File: src/rtl/fetch_pc_ctrl_if.sv
// -----------------------------------------------------------------------------
// fetch_pc_ctrl_if
//   Bundles the fetch-stage PC controller's bus signals: hazard stall from
//   decode, BTB same-cycle lookup result, EX-stage branch resolution, and the
//   controller's fetch/flush outputs.
//
//   Modports:
//     master : the PC controller (drives fetch_pc, fetch_valid, pred_taken,
//              flush, mispredict and, with FETCH_BRANCH_STATS_EN, the stats)
//     slave  : the surrounding pipeline / environment
//
//   Optional: FETCH_BRANCH_STATS_EN adds stat_branches / stat_mispredicts.
// -----------------------------------------------------------------------------
interface fetch_pc_ctrl_if #(
    parameter int PC_W = 16
);
    logic            stall;
    logic            btb_prediction;
    logic [PC_W-1:0] btb_target;
    logic            ex_branch;
    logic            ex_taken;
    logic [PC_W-1:0] ex_target;
    logic [PC_W-1:0] fetch_pc;
    logic            fetch_valid;
    logic            pred_taken;
    logic            flush;
    logic            mispredict;
`ifdef FETCH_BRANCH_STATS_EN
    logic [15:0]     stat_branches;
    logic [15:0]     stat_mispredicts;

    modport master (
        input  stall, btb_prediction, btb_target, ex_branch, ex_taken, ex_target,
        output fetch_pc, fetch_valid, pred_taken, flush, mispredict,
        output stat_branches, stat_mispredicts
    );
    modport slave (
        output stall, btb_prediction, btb_target, ex_branch, ex_taken, ex_target,
        input  fetch_pc, fetch_valid, pred_taken, flush, mispredict,
        input  stat_branches, stat_mispredicts
    );
`else
    modport master (
        input  stall, btb_prediction, btb_target, ex_branch, ex_taken, ex_target,
        output fetch_pc, fetch_valid, pred_taken, flush, mispredict
    );
    modport slave (
        output stall, btb_prediction, btb_target, ex_branch, ex_taken, ex_target,
        input  fetch_pc, fetch_valid, pred_taken, flush, mispredict
    );
`endif
endinterface

File: src/rtl/fetch_pc_ctrl.sv
// -----------------------------------------------------------------------------
// fetch_pc_ctrl
//   Fetch-stage next-PC generator sitting directly upstream of the BTB. Owns
//   the architectural fetch PC, follows BTB predictions, shadows each fetched
//   instruction's prediction through DEC and EX, and on an EX-stage mispredict
//   redirects the PC and flushes the younger IF/DEC instructions.
//
//   Ports:
//     clk  : system clock, all state on posedge
//     rst  : asynchronous active-low reset (rst=0 resets)
//     bus  : fetch_pc_ctrl_if.master
//            in : stall, btb_prediction, btb_target,
//                 ex_branch, ex_taken, ex_target
//            out: fetch_pc, fetch_valid, pred_taken, flush, mispredict
//                 (+ stat_branches, stat_mispredicts with the option below)
//
//   Optional: define FETCH_BRANCH_STATS_EN to add saturating 16-bit counters
//   of resolved EX branches and of mispredicts.
// -----------------------------------------------------------------------------
module fetch_pc_ctrl #(
    parameter int              PC_W     = 16,
    parameter logic [PC_W-1:0] RESET_PC = '0
) (
    input  logic            clk,
    input  logic            rst,
    fetch_pc_ctrl_if.master bus
);

    typedef enum logic [1:0] {
        BOOT     = 2'd0,
        RUN      = 2'd1,
        REDIRECT = 2'd2
    } state_t;

    localparam logic [PC_W-1:0] PC_ONE = {{(PC_W-1){1'b0}}, 1'b1};

    // Sequential successor; wraps modulo 2^PC_W.
    function automatic logic [PC_W-1:0] pc_inc(input logic [PC_W-1:0] pc);
        return pc + PC_ONE;
    endfunction

    state_t          state_q, state_d;
    logic [PC_W-1:0] pc_q, pc_d;

    logic            fetch_valid;
    logic            pred;
    logic            mispredict;
    logic            advance;
    logic            target_miss;
    logic [PC_W-1:0] redirect_pc;

    // Shadow pipe: _p1 = DEC, _p2 = EX
    logic            vld_p1, vld_p2;
    logic            pred_p1, pred_p2;
    logic [PC_W-1:0] tgt_p1, tgt_p2;
    logic [PC_W-1:0] seq_p1, seq_p2;

    // ---------------- IF (p0): next-PC selection and EX compare -------------
    always_comb begin
        fetch_valid = (state_q != BOOT);
        // BOOT is a bubble, so any BTB hit for it is meaningless.
        pred        = fetch_valid & bus.btb_prediction;

        // Both taken but the BTB pointed somewhere else.
        target_miss = bus.ex_taken & pred_p2 & (bus.ex_target != tgt_p2);
        mispredict  = vld_p2 & bus.ex_branch &
                      ((bus.ex_taken != pred_p2) | target_miss);
        advance     = ~mispredict & ~bus.stall;
        redirect_pc = bus.ex_taken ? bus.ex_target : seq_p2;

        state_d = state_q;
        pc_d    = pc_q;
        if (mispredict) begin
            // Mispredict wins over stall: the stalled younger work is squashed.
            state_d = REDIRECT;
            pc_d    = redirect_pc;
        end else if (!bus.stall) begin
            state_d = RUN;
            if (fetch_valid && bus.btb_prediction) begin
                pc_d = bus.btb_target;
            end else begin
                pc_d = pc_inc(pc_q);
            end
        end
    end

    always_ff @(posedge clk or negedge rst) begin
        if (!rst) begin
            state_q <= BOOT;
            pc_q    <= RESET_PC;
        end else begin
            state_q <= state_d;
            pc_q    <= pc_d;
        end
    end

    // ---------------- IF -> DEC (p1) -> EX (p2) shadow pipe -----------------
    always_ff @(posedge clk or negedge rst) begin
        if (!rst) begin
            vld_p1 <= 1'b0;
            vld_p2 <= 1'b0;
        end else if (mispredict) begin
            vld_p1 <= 1'b0;
            vld_p2 <= 1'b0;
        end else if (!bus.stall) begin
            vld_p1 <= fetch_valid;
            vld_p2 <= vld_p1;
        end
    end

    // Payload is only ever consumed qualified by vld_pN, so it needs no reset.
    always_ff @(posedge clk) begin
        if (advance) begin
            pred_p1 <= pred;
            tgt_p1  <= bus.btb_target;
            seq_p1  <= pc_inc(pc_q);
            pred_p2 <= pred_p1;
            tgt_p2  <= tgt_p1;
            seq_p2  <= seq_p1;
        end
    end

    assign bus.fetch_pc    = pc_q;
    assign bus.fetch_valid = fetch_valid;
    assign bus.pred_taken  = pred;
    assign bus.flush       = mispredict;
    assign bus.mispredict  = mispredict;

`ifdef FETCH_BRANCH_STATS_EN
    // ---------------- EX (p2): branch statistics ----------------------------
    function automatic logic [15:0] sat_inc(input logic [15:0] v);
        return (v == 16'hFFFF) ? v : v + 16'd1;
    endfunction

    logic [15:0] stat_br_q, stat_mp_q;
    logic        count_branch;

    // A stalled branch sits in EX for several cycles; count it only on the
    // cycle it leaves EX (normal advance, or squashed by its own mispredict).
    assign count_branch = vld_p2 & bus.ex_branch & (~bus.stall | mispredict);

    always_ff @(posedge clk or negedge rst) begin
        if (!rst) begin
            stat_br_q <= 16'd0;
            stat_mp_q <= 16'd0;
        end else begin
            if (count_branch) begin
                stat_br_q <= sat_inc(stat_br_q);
            end
            if (mispredict) begin
                stat_mp_q <= sat_inc(stat_mp_q);
            end
        end
    end

    assign bus.stat_branches    = stat_br_q;
    assign bus.stat_mispredicts = stat_mp_q;
`endif

endmodule

File: src/flat_wrapper.sv
// flat-port wrapper written by rule: the top's interface ports become plain ports
module fetch_pc_ctrl_flat 
#(
    parameter int              PC_W     = 16,
    parameter logic [PC_W-1:0] RESET_PC = '0
)
  (clk, rst, bus_stall, bus_btb_prediction, bus_btb_target, bus_ex_branch, bus_ex_taken, bus_ex_target, bus_fetch_pc, bus_fetch_valid, bus_pred_taken, bus_flush, bus_mispredict);
  fetch_pc_ctrl_if #(.PC_W(PC_W)) bus_i ();
  input  logic clk;
  input  logic rst;
  input wire logic [$bits(bus_i.stall)-1:0] bus_stall;
  input wire logic [$bits(bus_i.btb_prediction)-1:0] bus_btb_prediction;
  input wire logic [$bits(bus_i.btb_target)-1:0] bus_btb_target;
  input wire logic [$bits(bus_i.ex_branch)-1:0] bus_ex_branch;
  input wire logic [$bits(bus_i.ex_taken)-1:0] bus_ex_taken;
  input wire logic [$bits(bus_i.ex_target)-1:0] bus_ex_target;
  output wire logic [$bits(bus_i.fetch_pc)-1:0] bus_fetch_pc;
  output wire logic [$bits(bus_i.fetch_valid)-1:0] bus_fetch_valid;
  output wire logic [$bits(bus_i.pred_taken)-1:0] bus_pred_taken;
  output wire logic [$bits(bus_i.flush)-1:0] bus_flush;
  output wire logic [$bits(bus_i.mispredict)-1:0] bus_mispredict;
  assign bus_i.stall = bus_stall;
  assign bus_i.btb_prediction = bus_btb_prediction;
  assign bus_i.btb_target = bus_btb_target;
  assign bus_i.ex_branch = bus_ex_branch;
  assign bus_i.ex_taken = bus_ex_taken;
  assign bus_i.ex_target = bus_ex_target;
  assign bus_fetch_pc = bus_i.fetch_pc;
  assign bus_fetch_valid = bus_i.fetch_valid;
  assign bus_pred_taken = bus_i.pred_taken;
  assign bus_flush = bus_i.flush;
  assign bus_mispredict = bus_i.mispredict;
  fetch_pc_ctrl #(.PC_W(PC_W), .RESET_PC(RESET_PC)) u_core (.clk(clk), .rst(rst), .bus(bus_i));
endmodule
File: config.mk
export PLATFORM = sky130hd
export DESIGN_NAME = fetch_pc_ctrl_flat
export DESIGN_NICKNAME = d
export VERILOG_FILES = /design/src/rtl/fetch_pc_ctrl_if.sv /design/src/rtl/fetch_pc_ctrl.sv /design/src/flat_wrapper.sv
export SDC_FILE = /design/constraint.sdc
export NUM_CORES = 1
export LEC_CHECK = 0
export CAP_MARGIN = 20
export CORE_ASPECT_RATIO = 0.8
export CORE_MARGIN = 5
export CORE_UTILIZATION = 55
export DETAILED_ROUTE_END_ITERATION = 10
export PLACE_DENSITY_LB_ADDON = 0.3
export SYNTH_ARGS = -nofsm -noshare
export SYNTH_HDL_FRONTEND = slang
export SYNTH_SLANG_ARGS = --single-unit
export TNS_END_PERCENT = 100
File: constraint.sdc
create_clock -name clk -period 9.99 [get_ports clk]
set_input_delay 0.999 -clock clk [delete_from_list [all_inputs] [get_ports clk]]
set_output_delay 0.999 -clock clk [all_outputs]
set_load 0.1 [all_outputs]
==> impl_metrics.csv <==
group,metric,value,unit
cts,numCtsBuffers,9,
routing,routed_wl,8.23,mm
run_status,status,"finished, final reports clean",
power,vdd_drop_max,0.000236,V
grt,grt_overflow,0,
routing,met1_length,3.78,mm
worst_setup_path,cp_max_fo,3,
placed_design,placedCellCount,418,
floorplan,dieArea,8850,sq um
floorplan,start_util,0.563,
grt,antenna_found_initial,0,
grt,grt_pass1_vias,2480,
synthesis,syn_inst,288,
synthesis,synth_top_family_by_area,"simple AND/OR/NAND/NOR gates",
timing,period_minus_slack,4.59,ns
placed_design,place.gp.congestion,0.764,
cts,cts.sinks,86,
routing,vias_per_cell,5.79,
grt,grt_pass1_wl,13.0,mm
floorplan,core.rowCount,27,
worst_setup_path,worstPathRequired,8.99,ns
synthesis,yosysTopAreaCell,"edfxtp_1",
timing,final.period_utilization,0.459,
run,drv_cap,0,
cts,root_buffer,"clkbuf_8",
timing,max_freq,218,MHz
floorplan,core-area,6890,sq um
worst_setup_path,endpoint_kind,"primary output",
worst_hold_path,hold_path_startpoint,"u_core.seq_p1[5]",
layout,stdcell_count,436,
routing,highest_layer,"met4",
placed_design,placed_area,4530,sq um
power,power_leakage,1.69,nW
synthesis,synth_mux_area_frac,0.0909,
layout,area_growth,22.1,%
worst_setup_path,ff2ff_path_depth,7,
routing,antenna_left,0,
layout,nFillCells,495,
layout,layout.cells.most_common,"edfxtp_1",
layout,final_cell_area,4740,sq um
routing,dr_wl_met2,3.71,mm
grt,grt_max_degree,45,
cts,ctsLongestPathBuffers,2,
routing,route.detailed.drc,0,
synthesis,yosys.area_share.simple,0.103,
synthesis,synthXorXnorAreaFrac,0.0654,
cts,cts_max_level,3,
routing,first_pass_iters,5,
timing,slew_violations,0,
routing,drt_iter0_drc,186,
timing,fin_skew,0.0109,ns
grt,grt_usage,0.191,
routing,avgRoutedWirePerCell,18.9,microns
cts,postCtsSetupRepairBufs,0,
synthesis,synth-compound-area-share,0.0664,
synthesis,synth_area_leaders,"edfxtp_1 51%, dfrtp_1 13%, mux2i_1 8.5%",
synthesis,synth_seq_cells,86,
layout,final_cell_mix,"66 x edfxtp_1, 57 x clkdlybuf4s50_1, 33 x mux2i_1",
timing,fin_tns_setup,0,ns
synthesis,synth.distinct_cells,39,
worst_setup_path,r2r_start,"u_core.tgt_p2[6]",
synthesis,syn_nets,328,
placed_design,dp_hpwl,5.56,mm
synthesis,async_flop_share,0.233,
synthesis,synthAdderAreaFrac,0.00645,
placed_design,numPortBuffers,57,
synthesis,seq_area_frac_synth,0.640,
worst_hold_path,hp-class,"register to register",
timing,rsz0062_at_grt,"no",
timing,tightest_slew,1.00,ns
layout,layout-drive-gt1-share,0.0974,
timing,setup_viol,0,
worst_hold_path,min_path_cells,0,
routing,vias,2526,
timing,hold_viol,0,
synthesis,synth_ff_type,"edfxtp_1",
synthesis,netlist.area_leader.share,0.511,
worst_setup_path,r2r_slack,6.68,ns
synthesis,netlist_area,3880,sq um
cts,cts_tree,"yes",
cts,cts_resized,0,
cts,clk_pin_slew_worst_paths,0.09,ns
floorplan,die_w,104,microns
synthesis,ys_warn_count,0,
cts,insertion_delay,0.36,ns
synthesis,synth.avg_cell_area,13.5,sq um
cts,postCtsHoldBufs,0,
layout,antenna_cells,0,
worst_setup_path,startpoint_type,"input port",
worst_setup_path,rr_endpoint,"u_core.tgt_p1[6]",
layout,fin_nets,384,
worst_setup_path,worstPathArrival,3.59,ns
power,power_density,302,nW/um^2
routing,wl_met3,644,microns
timing,relSlewSlack,0.331,
worst_setup_path,path_class,"input port to primary output",
worst_hold_path,whs_endpoint,"u_core.seq_p2[5]",
synthesis,synth_edf_count,66,
floorplan,boundaryPins,58,
floorplan,die_y,85.1,microns
timing,whs,0.417,ns
==> logic make-up after synthesis <==
group | Yosys count
compound gates | 40
buf+inv | 25
mux | 35
flops | 86
xor+xnor | 29
fa+ha+maj | 2
simple gates | 71
==> worst max-delay path: stages <==
cell and delay [ns]:
clkdlybuf4s50_1 0.50, xnor2_1 0.16, nand4_1 0.16, nor4_1 0.60, o21ai_2 0.17, clkdlybuf4s50_1 1.00
==> layer usage <==
metal | vias to the layer above | GRT usage
met1 | 1223 | 0.271
li1 | 1192 | -
met5 | - | 0
met4 | 0 | 0.0482
met2 | 101 | 0.275
met3 | 10 | 0.0768
==> through the flow <==
stage / utilization / setup slack [ns] / total power, W
4_1_cts: 0.682 / 4.96 / 0.00144
5_1_grt: 0.688 / 5.34 / 0.00150
6_report: 0.688 / 5.40 / 0.00143
2_1_floorplan: - / 4.17 / 0.00106
3_5_place_dp: 0.657 / 4.96 / 0.00122
3_3_place_gp: 0.657 / 5.05 / 0.00120
==> area by class of cell <==
type                            count  area (sq um)  share of cell area
Tap cell                           87           109              0.0230
Clock buffer                       10           128              0.0269
Sequential cell                    86          2480               0.524
Clock inverter                      6          45.0             0.00950
Multi-Input combinational cell    177          1300               0.275
Timing Repair Buffer               64           651               0.137
Inverter                            6          22.5             0.00475
==> where the power goes <==
group | switching [W] | total [W] | internal, W
Clock | 0.000127 | 0.000219 | 0.0000916
Sequential | 0.0000974 | 0.000609 | 0.000512
Combinational | 0.000430 | 0.000606 | 0.000175
==> cells in the mapped netlist, drive strengths merged, types with 3 or more instances <==
master / instances
o21ai: 7
nor2: 12
o22ai: 6
xnor2: 23
inv: 6
a31oi: 4
a21oi: 9
mux2i: 33
xor2: 6
clkbuf: 6
a311oi: 3
nor4: 6
and4: 3
nand2: 20
nand4: 8
buf: 13
nor3: 5
edfxtp: 66
dfrtp: 20
nand3: 10
and3: 3
o22a: 3
==> registers in the layout (all words and copies together) (netlist names) <==
name                 flops
u_core.pred_p1           1
u_core.pred_p2           1
u_core.tgt_p2           16
u_core.bus.fetch_pc     16
u_core.tgt_p1           16
u_core.seq_p1           16
u_core.vld_p1            1
u_core.vld_p2            1
u_core.state_q           2
u_core.seq_p2           16
==> how the worst max path moves through the flow <==
stage               slack [ns]             end             start
floorplan                 4.17  u_core.pred_p1  bus_ex_target[5]
global placement          5.05       bus_flush      bus_ex_taken
detailed placement        4.96  bus_mispredict      bus_ex_taken
CTS                       4.96  bus_mispredict      bus_ex_taken
global route              5.34  bus_mispredict      bus_ex_taken
finish                    5.40  bus_mispredict  bus_ex_target[6]
No activity file was read; power rests on OpenSTA's default activity.
